$ cat src/rtl/mem_access_unit.sv
// mem_access_unit: MAR/MDR capture from the global bus plus a request/ready memory handshake with timeout.
module mem_access_unit #(
    parameter int DATA_W  = 16,
    parameter int TIMEOUT = 64
) (
    input  logic              clk,
    input  logic              reset,
    input  logic              ld_mar,
    input  logic              ld_mdr,
    input  logic              mem_start,
    input  logic              r_w,
    input  logic              gate_mdr,
    input  logic              clr_err,
    input  logic [DATA_W-1:0] from_bus,
    input  logic [DATA_W-1:0] mem_rdata,
    input  logic              mem_ready,
    output logic [DATA_W-1:0] mem_addr,
    output logic [DATA_W-1:0] mem_wdata,
    output logic              mem_req,
    output logic              mem_we,
    output logic [DATA_W-1:0] to_bus,
    output logic              busy,
    output logic              done,
    output logic              err
);
    typedef enum logic [1:0] {IDLE, REQ, DONE} state_t;
    state_t            state, state_nxt;
    logic [DATA_W-1:0] mar, mdr;
    logic [7:0]        cnt;
    logic              rw_q;
    logic              timeout_hit;

    always_comb begin
        state_nxt   = state;
        timeout_hit = 1'b0;
        if (state == IDLE) begin
            state_nxt = mem_start ? REQ : IDLE;
        end else if (state == REQ) begin
            // a ready arriving on the last allowed cycle still completes normally
            timeout_hit = !mem_ready && cnt == 8'(TIMEOUT - 1);
            state_nxt   = (mem_ready || timeout_hit) ? DONE : REQ;
        end else begin
            state_nxt = IDLE;
        end
    end

    always_ff @(posedge clk or negedge reset) begin
        if (!reset) begin
            state <= IDLE;
            mar   <= '0;
            mdr   <= '0;
            cnt   <= '0;
            rw_q  <= 1'b0;
            err   <= 1'b0;
        end else begin
            state <= state_nxt;
            if (state == IDLE) begin
                if (ld_mar) mar <= from_bus;
                if (ld_mdr) mdr <= from_bus;
                if (mem_start) begin
                    rw_q <= r_w;
                    cnt  <= '0;
                end
            end
            if (state == REQ) begin
                if (mem_ready && !rw_q) mdr <= mem_rdata;
                if (!mem_ready) cnt <= cnt + 8'd1;
            end
            if (timeout_hit) err <= 1'b1;
            else if (clr_err) err <= 1'b0;
        end
    end

    assign mem_addr  = mar;
    assign mem_wdata = mdr;
    assign mem_req   = state == REQ;
    assign busy      = state == REQ;
    assign mem_we    = state == REQ && rw_q;
    assign done      = state == DONE;
    assign to_bus    = gate_mdr ? mdr : '0;
endmodule

$ cat config.mk
export PLATFORM = sky130hd
export DESIGN_NAME = mem_access_unit
export DESIGN_NICKNAME = d
export VERILOG_FILES = /design/src/rtl/mem_access_unit.sv
export SDC_FILE = /design/constraint.sdc
export NUM_CORES = 1
export LEC_CHECK = 0
export CAP_MARGIN = 0
export CORE_UTILIZATION = 37
export DETAILED_ROUTE_END_ITERATION = 7
export PLACE_DENSITY = 0.76
export SETUP_SLACK_MARGIN = 0.15
export SYNTH_ARGS = -nofsm -noshare
export SYNTH_HDL_FRONTEND = slang
export SYNTH_SLANG_ARGS = --single-unit
$ cat constraint.sdc
create_clock -name clk -period 1.7 [get_ports clk]
set_input_delay 0.34 -clock clk [delete_from_list [all_inputs] [get_ports clk]]
set_output_delay 0.34 -clock clk [all_outputs]
set_load 0.02 [all_outputs]
==> flow_metrics.py, run 1 <==
metrics = {
    "power": {
        "total_power_uw": 4840,
        "p_per_area_nw_per_um2": 1480,
        "cellLeakagePower_uw": 0.00149,
        "vdd_drop_max_uv": 692,
    },
    "worst_setup_path": {
        "critPathArrivalTime_ps": 1820,
        "r2r_slack_ps": 120,
        "crit_fanout": 5,
        "r2r-start": "state[1]",
        "rr_worst_depth": 4,
        "start_kind": "input port",
        "crit_type": "in -> reg",
        "r2r_end": "cnt[4]",
        "critPathCaptureType": "flip-flop",
        "cp.required_ps": 1940,
    },
    "synth": {
        "netlist_area_um2": 2050,
        "synthArstFlopShare": 1.00,
        "synth_area_per_cell_um2": 11.3,
        "yosys.area.top_type": "dfrtp_1",
        "synth_edf_count": 0,
        "synth_cell_types": 30,
        "synth_commonest_cells": "dfrtp_1 (44), nand2_1 (23), o21ai_0 (21)",
        "ys.flop_type": "dfrtp_1",
        "synthTopCellsByArea": "dfrtp_1 (54%), mux2i_1 (8.8%), mux2_2 (8.8%), and2_1 (5.2%), o21ai_0 (5.1%)",
        "syn_nets": 223,
        "synth_warnings": 0,
        "ys_seq_elements": 44,
        "synthCells": 181,
        "synth.top_cell.area_share": 0.536,
        "seq_area_frac_synth": 0.536,
        "yosysMostFrequentCell": "dfrtp_1",
    },
    "placement": {
        "port_buffers": 93,
        "gp_congestion": 0.731,
        "dpl.hpwl_mm": 3.65,
    },
    "global_route": {
        "antenna_found_initial": 0,
        "grt_remaining_overflow": 0,
        "track_usage": 0.189,
        "grt_pass1_vias": 1737,
        "grt_max_degree": 33,
        "grt_pass1_wl_mm": 8.63,
    },
    "sta": {
        "slew_violations": 0,
        "tns_ps": 0,
        "timing.hold.ws_ps": 493,
        "finClkSkew_ps": 7.04,
        "rsz0062_at_grt": "yes",
        "period_share": 0.931,
        "min_period_ps": 1580,
        "worstMarginPinSlew_ps": 476,
        "slew_headroom": 0.683,
        "finalSetupViolCount": 0,
        "fmax_mhz": 632,
        "hold_viol_final": 0,
    },
    "floorplanning": {
        "die_h_um": 76.5,
        "core_um2": 5240,
        "rows": 26,
        "io_pins": 94,
        "die_area_um2": 5850,
        "die_x_um": 76.5,
        "initial_core_util": 0.392,
    },
    "clock_network": {
        "clk_path_buf_depth": 2,
        "cts_tree": "built",
        "clkSlewWorstSetupHoldPaths_ps": 80,
        "cts_sinks": 44,
        "htreeDepth": 2,
        "cts_buffers": 5,
        "clock_latency_ps": 300,
        "cts_root_buffer": "clkbuf_8",
    },
    "routing": {
        "drtIter0Drc": 47,
        "drt-pass1-iter-count": 4,
        "drc": 0,
        "vias": 1771,
        "drt_wl_total_mm": 5.27,
        "routedWlPerCell_um": 14.6,
        "ant_nets": 0,
        "via_per_inst": 4.92,
    },
    "hold_path": {
        "hp-start": "cnt[7]",
        "min_to": "cnt[7]",
        "min_path_cells": 1,
        "hold_path_class": "reg -> reg",
    },
    "layout": {
        "drive_gt1_frac": 0.255,
        "antenna_cells": 0,
        "fin_nets": 331,
        "area_delta_synth_final_pct": 59.6,
    },
    "run_status": {
        "outcome": "complete, no violations",
    },
    "job": {
        "maxCapViolations": 0,
    },
}
placed cells by master (no fill, tap or decap), types with 2 or more instances in the layout:
master            n
a21oi_2           2
and2_1           17
buf_12            5
buf_2            18
buf_4             7
buf_6             6
clkbuf_2          2
clkbuf_8          5
clkdlybuf4s50_1  38
dfrtp_1          44
dlygate4sd2_1    34
inv_1             3
mux2_2           16
mux2i_1          18
nand2_1          23
nand3_1           4
nor3b_1           2
nor3b_4           2
o21ai_0          18
o21ai_1           3
o41ai_1           2
or3b_4            3
worst max path at each step:
stage | start | endpoint | slack (ps)
after floorplan | state[1] | cnt[7] | 120
after global placement | gate_mdr | to_bus[7] | -350
after detailed placement | gate_mdr | to_bus[0] | -360
after CTS | state[0] | mem_we | 50
after global routing | state[0] | mem_wdata[5] | 60
final | mem_ready | cnt[4] | 120
final cells by class:
type	instances	area, um2
Fill cell	452	1960
Sequential cell	44	1100
Clock buffer	6	72.6
Inverter	3	11.3
Timing Repair Buffer	112	1030
Clock inverter	2	35.0
Multi-Input combinational cell	123	936
Tap cell	70	87.6
critical path, cell delays in order:
cell	delay (ps)
clkdlybuf4s50_1	480
or3b_4	480
or3_4	390
a21oi_2	130
per-layer routing:
metal  share of wire  up-vias  track usage
met3           0.068        6       0.0383
met4          0.0076        0       0.0692
met2            0.47       75        0.314
met5               0        -            0
met1            0.45      835        0.242
li1                -      855            -
state kept, by name (all words and copies together), names as in the netlist:
signal	flops
mem_wdata	16
rw_q	1
mem_addr	16
err	1
state	2
cnt	8
kinds of logic after synthesis:
| kind of cell | after synthesis | share of synthesized area |
|---|---|---|
| AO/OA/AOI/OAI | 30 | 0.0853 |
| AND/OR/NAND/NOR | 57 | 0.157 |
| adder cells (fa/ha/maj) | 1 | 0.00609 |
| buffers and inverters | 15 | 0.0396 |
| multiplexers | 34 | 0.176 |
| flip-flops | 44 | 0.536 |
report_power, final:
group / switching [uW] / total (uW) / internal [uW]
Combinational: 1270 / 2360 / 1090
Sequential: 249 / 1700 / 1450
Clock: 346 / 782 / 436
Total: 1860 / 4840 / 2980
per-stage QoR:
| stage | cells | worst slack [ps] | utilization | area, um2 |
|---|---|---|---|---|
| 3_3_place_gp | 345 | -345 | 0.605 | 3170 |
| 3_5_place_dp | 345 | -359 | 0.605 | 3170 |
| 6_report | 360 | 118 | 0.626 | 3280 |
| 4_1_cts | 358 | 54.2 | 0.615 | 3220 |
| 2_1_floorplan | 181 | 117 | - | 2060 |
| 5_1_grt | 360 | 64.9 | 0.626 | 3280 |
repair_timing:
action | 4_1_cts | 5_1_grt
setup buffers | 3 | 1
hold buffers | 1 | 0
setup endpoints to repair | 59 | 11
cloned | 1 | 1
endpoints found under the hold margin | 17 | 0
pin swaps | 6 | 5
gates resized for setup | 117 | 15
Power figures use the tool's default switching activity.
==> inputs of run 2 (changes only) <==
--- a/config.mk
+++ b/config.mk
@@ -6,6 +6,8 @@
 export NUM_CORES = 1
 export LEC_CHECK = 0
 export CAP_MARGIN = 0
+export CORE_ASPECT_RATIO = 1.2
+export CORE_MARGIN = 5
 export CORE_UTILIZATION = 37
 export DETAILED_ROUTE_END_ITERATION = 7
 export PLACE_DENSITY = 0.76
==> flow_metrics.py, run 2 (synthesized netlist as in run 1, its figures left out) <==
metrics = {
    "worst_setup_path": {
        "crit_type": "in -> reg",
        "critPathCaptureType": "flip-flop",
        "cp.required_ps": 1930,
        "cp.depth": 4,
        "slowest_delay_ps": 480,
        "slowest_stage": "or3b_4",
        "crit_path_end": "cnt[4]",
        "start_kind": "input port",
        "crit_fanout": 5,
        "r2r-start": "state[1]",
        "r2r_end": "mem_wdata[8]",
        "critPathArrivalTime_ps": 1790,
        "r2r_slack_ps": 160,
        "critPathLaunch": "mem_ready",
        "cp_top_family": "simple AND/OR/NAND/NOR gates",
        "path_cells": "clkdlybuf4s50_1 -> or3b_4 -> or3_4 -> a21oi_2",
        "critPathBufInv": 1,
        "rr_worst_depth": 5,
    },
    "sta": {
        "finalSetupViolCount": 0,
        "timing.hold.ws_ps": 115,
        "rsz0062_at_grt": "yes",
        "fmax_mhz": 641,
        "worstMarginPinSlew_ps": 565,
        "slew_headroom": 0.623,
        "slew_violations": 0,
        "finClkSkew_ps": 10.7,
        "tns_ps": 0,
        "hold_viol_final": 0,
        "period_share": 0.917,
        "min_period_ps": 1560,
    },
    "layout": {
        "fin_nets": 333,
        "nFillCells": 467,
        "antenna_cells": 0,
        "finish.instance_area_um2": 3320,
        "drive_gt1_frac": 0.271,
        "mostFrequentLayoutCells": "dfrtp_1 (43), clkdlybuf4s50_1 (38), dlygate4sd2_1 (33)",
        "area_delta_synth_final_pct": 61.5,
        "final_common_cell": "dfrtp_1",
        "finalCoreUtilization": 0.622,
    },
    "clock_network": {
        "cts_sinks": 44,
        "cts_hold_buf": 0,
        "htreeDepth": 2,
        "clkSlewWorstSetupHoldPaths_ps": 80,
        "clock_latency_ps": 290,
        "cts_tree": "built",
        "cts_buffers": 5,
        "cts_root_buffer": "clkbuf_8",
        "clk_path_buf_depth": 2,
    },
    "hold_path": {
        "hold_path_class": "in -> async",
    },
    "job": {
        "maxCapViolations": 0,
    },
    "global_route": {
        "grt_pass1_wl_mm": 8.80,
        "grt_remaining_overflow": 0,
        "grt_pass1_vias": 1777,
        "grt_max_degree": 45,
        "antenna_found_initial": 0,
        "track_usage": 0.153,
    },
    "routing": {
        "drc": 0,
        "drt-pass1-iter-count": 4,
        "vias": 1764,
        "routedWlPerCell_um": 16.5,
        "drtIter0Drc": 48,
        "drt_wl_total_mm": 5.81,
        "via_per_inst": 5.00,
        "ant_nets": 0,
    },
    "power": {
        "vdd_drop_max_uv": 689,
        "cellLeakagePower_uw": 0.00153,
        "p_per_area_nw_per_um2": 1440,
    },
    "placement": {
        "dpl.hpwl_mm": 3.88,
        "port_buffers": 93,
        "gp_congestion": 0.796,
        "dpl-instance-area_um2": 3140,
    },
    "floorplanning": {
        "core_um2": 5330,
        "die_x_um": 78,
        "die_area_um2": 7140,
        "rows": 29,
        "io_pins": 94,
        "die_h_um": 91.6,
        "initial_core_util": 0.385,
    },
    "run_status": {
        "outcome": "complete, no violations",
    },
}
-- run 2: cell types whose count changed in the layout (fill, tap and decap cells not counted), moves of 2 or more --
cell | before | now
buf_6 | 6 | 8
clkbuf_2 | 2 | 0
mux2_4 | 0 | 7
buf_4 | 7 | 10
mux2_2 | 16 | 9
buf_12 | 5 | 3
-- run 2: layout make-up --
class | count | area, um2 | area share
tap | 62 | 77.6 | 0.0234
multi-input combinational | 123 | 988 | 0.298
inverter | 3 | 11.3 | 0.00339
clock buffer | 6 | 72.6 | 0.0219
timing repair buffer | 114 | 1060 | 0.320
clock inverter | 1 | 5.00 | 0.00151
sequential | 44 | 1100 | 0.332
-- run 2: worst register-to-register path: stages (launching register included) --
cell and delay [ps]:
dfrtp_2 460, buf_6 150, nor3b_4 270, clkbuf_4 260, mux2i_1 180, o21ai_0 100
-- run 2: metrics by stage --
stage          power, uW  instances  worst slack [ps]
2_1_floorplan       3020        181               117
3_3_place_gp        4330        338              -394
3_5_place_dp        4380        338              -365
4_1_cts             4660        347               119
5_1_grt             5080        353              80.4
6_report            4770        353               140
-- run 2: what timing repair did --
action	in CTS	in global routing
setup endpoints to repair	60	41
pin swaps	0	7
setup buffers	0	4
gates cloned	2	2
gates resized for setup	121	30
-- run 2: power by group --
part,leakage (uW),switching [uW],internal [uW]
Clock,0.0000410,325,280
Sequential,0.000538,249,1450
Combinational,0.000955,1310,1150
-- run 2: routing by layer --
layer | up-vias | GRT usage | part of all wire
li1 | 856 | - | -
met5 | - | 0 | 0
met3 | 10 | 0.0416 | 0.065
met1 | 837 | 0.190 | 0.41
met4 | 0 | 0.0465 | 0.018
met2 | 61 | 0.258 | 0.50
-- run 2: worst min path at each step --
| stage | endpoint | start | depth (start not counted) |
|---|---|---|---|
| 6_report | cnt[1] | reset | 2 |
| 5_1_grt | cnt[1] | reset | 2 |
| 4_1_cts | cnt[1] | reset | 2 |
| 3_5_place_dp | mem_wdata[1] | reset | 2 |
| 3_3_place_gp | mem_addr[0] | reset | 2 |
| 2_1_floorplan | cnt[0] | reset | 0 |
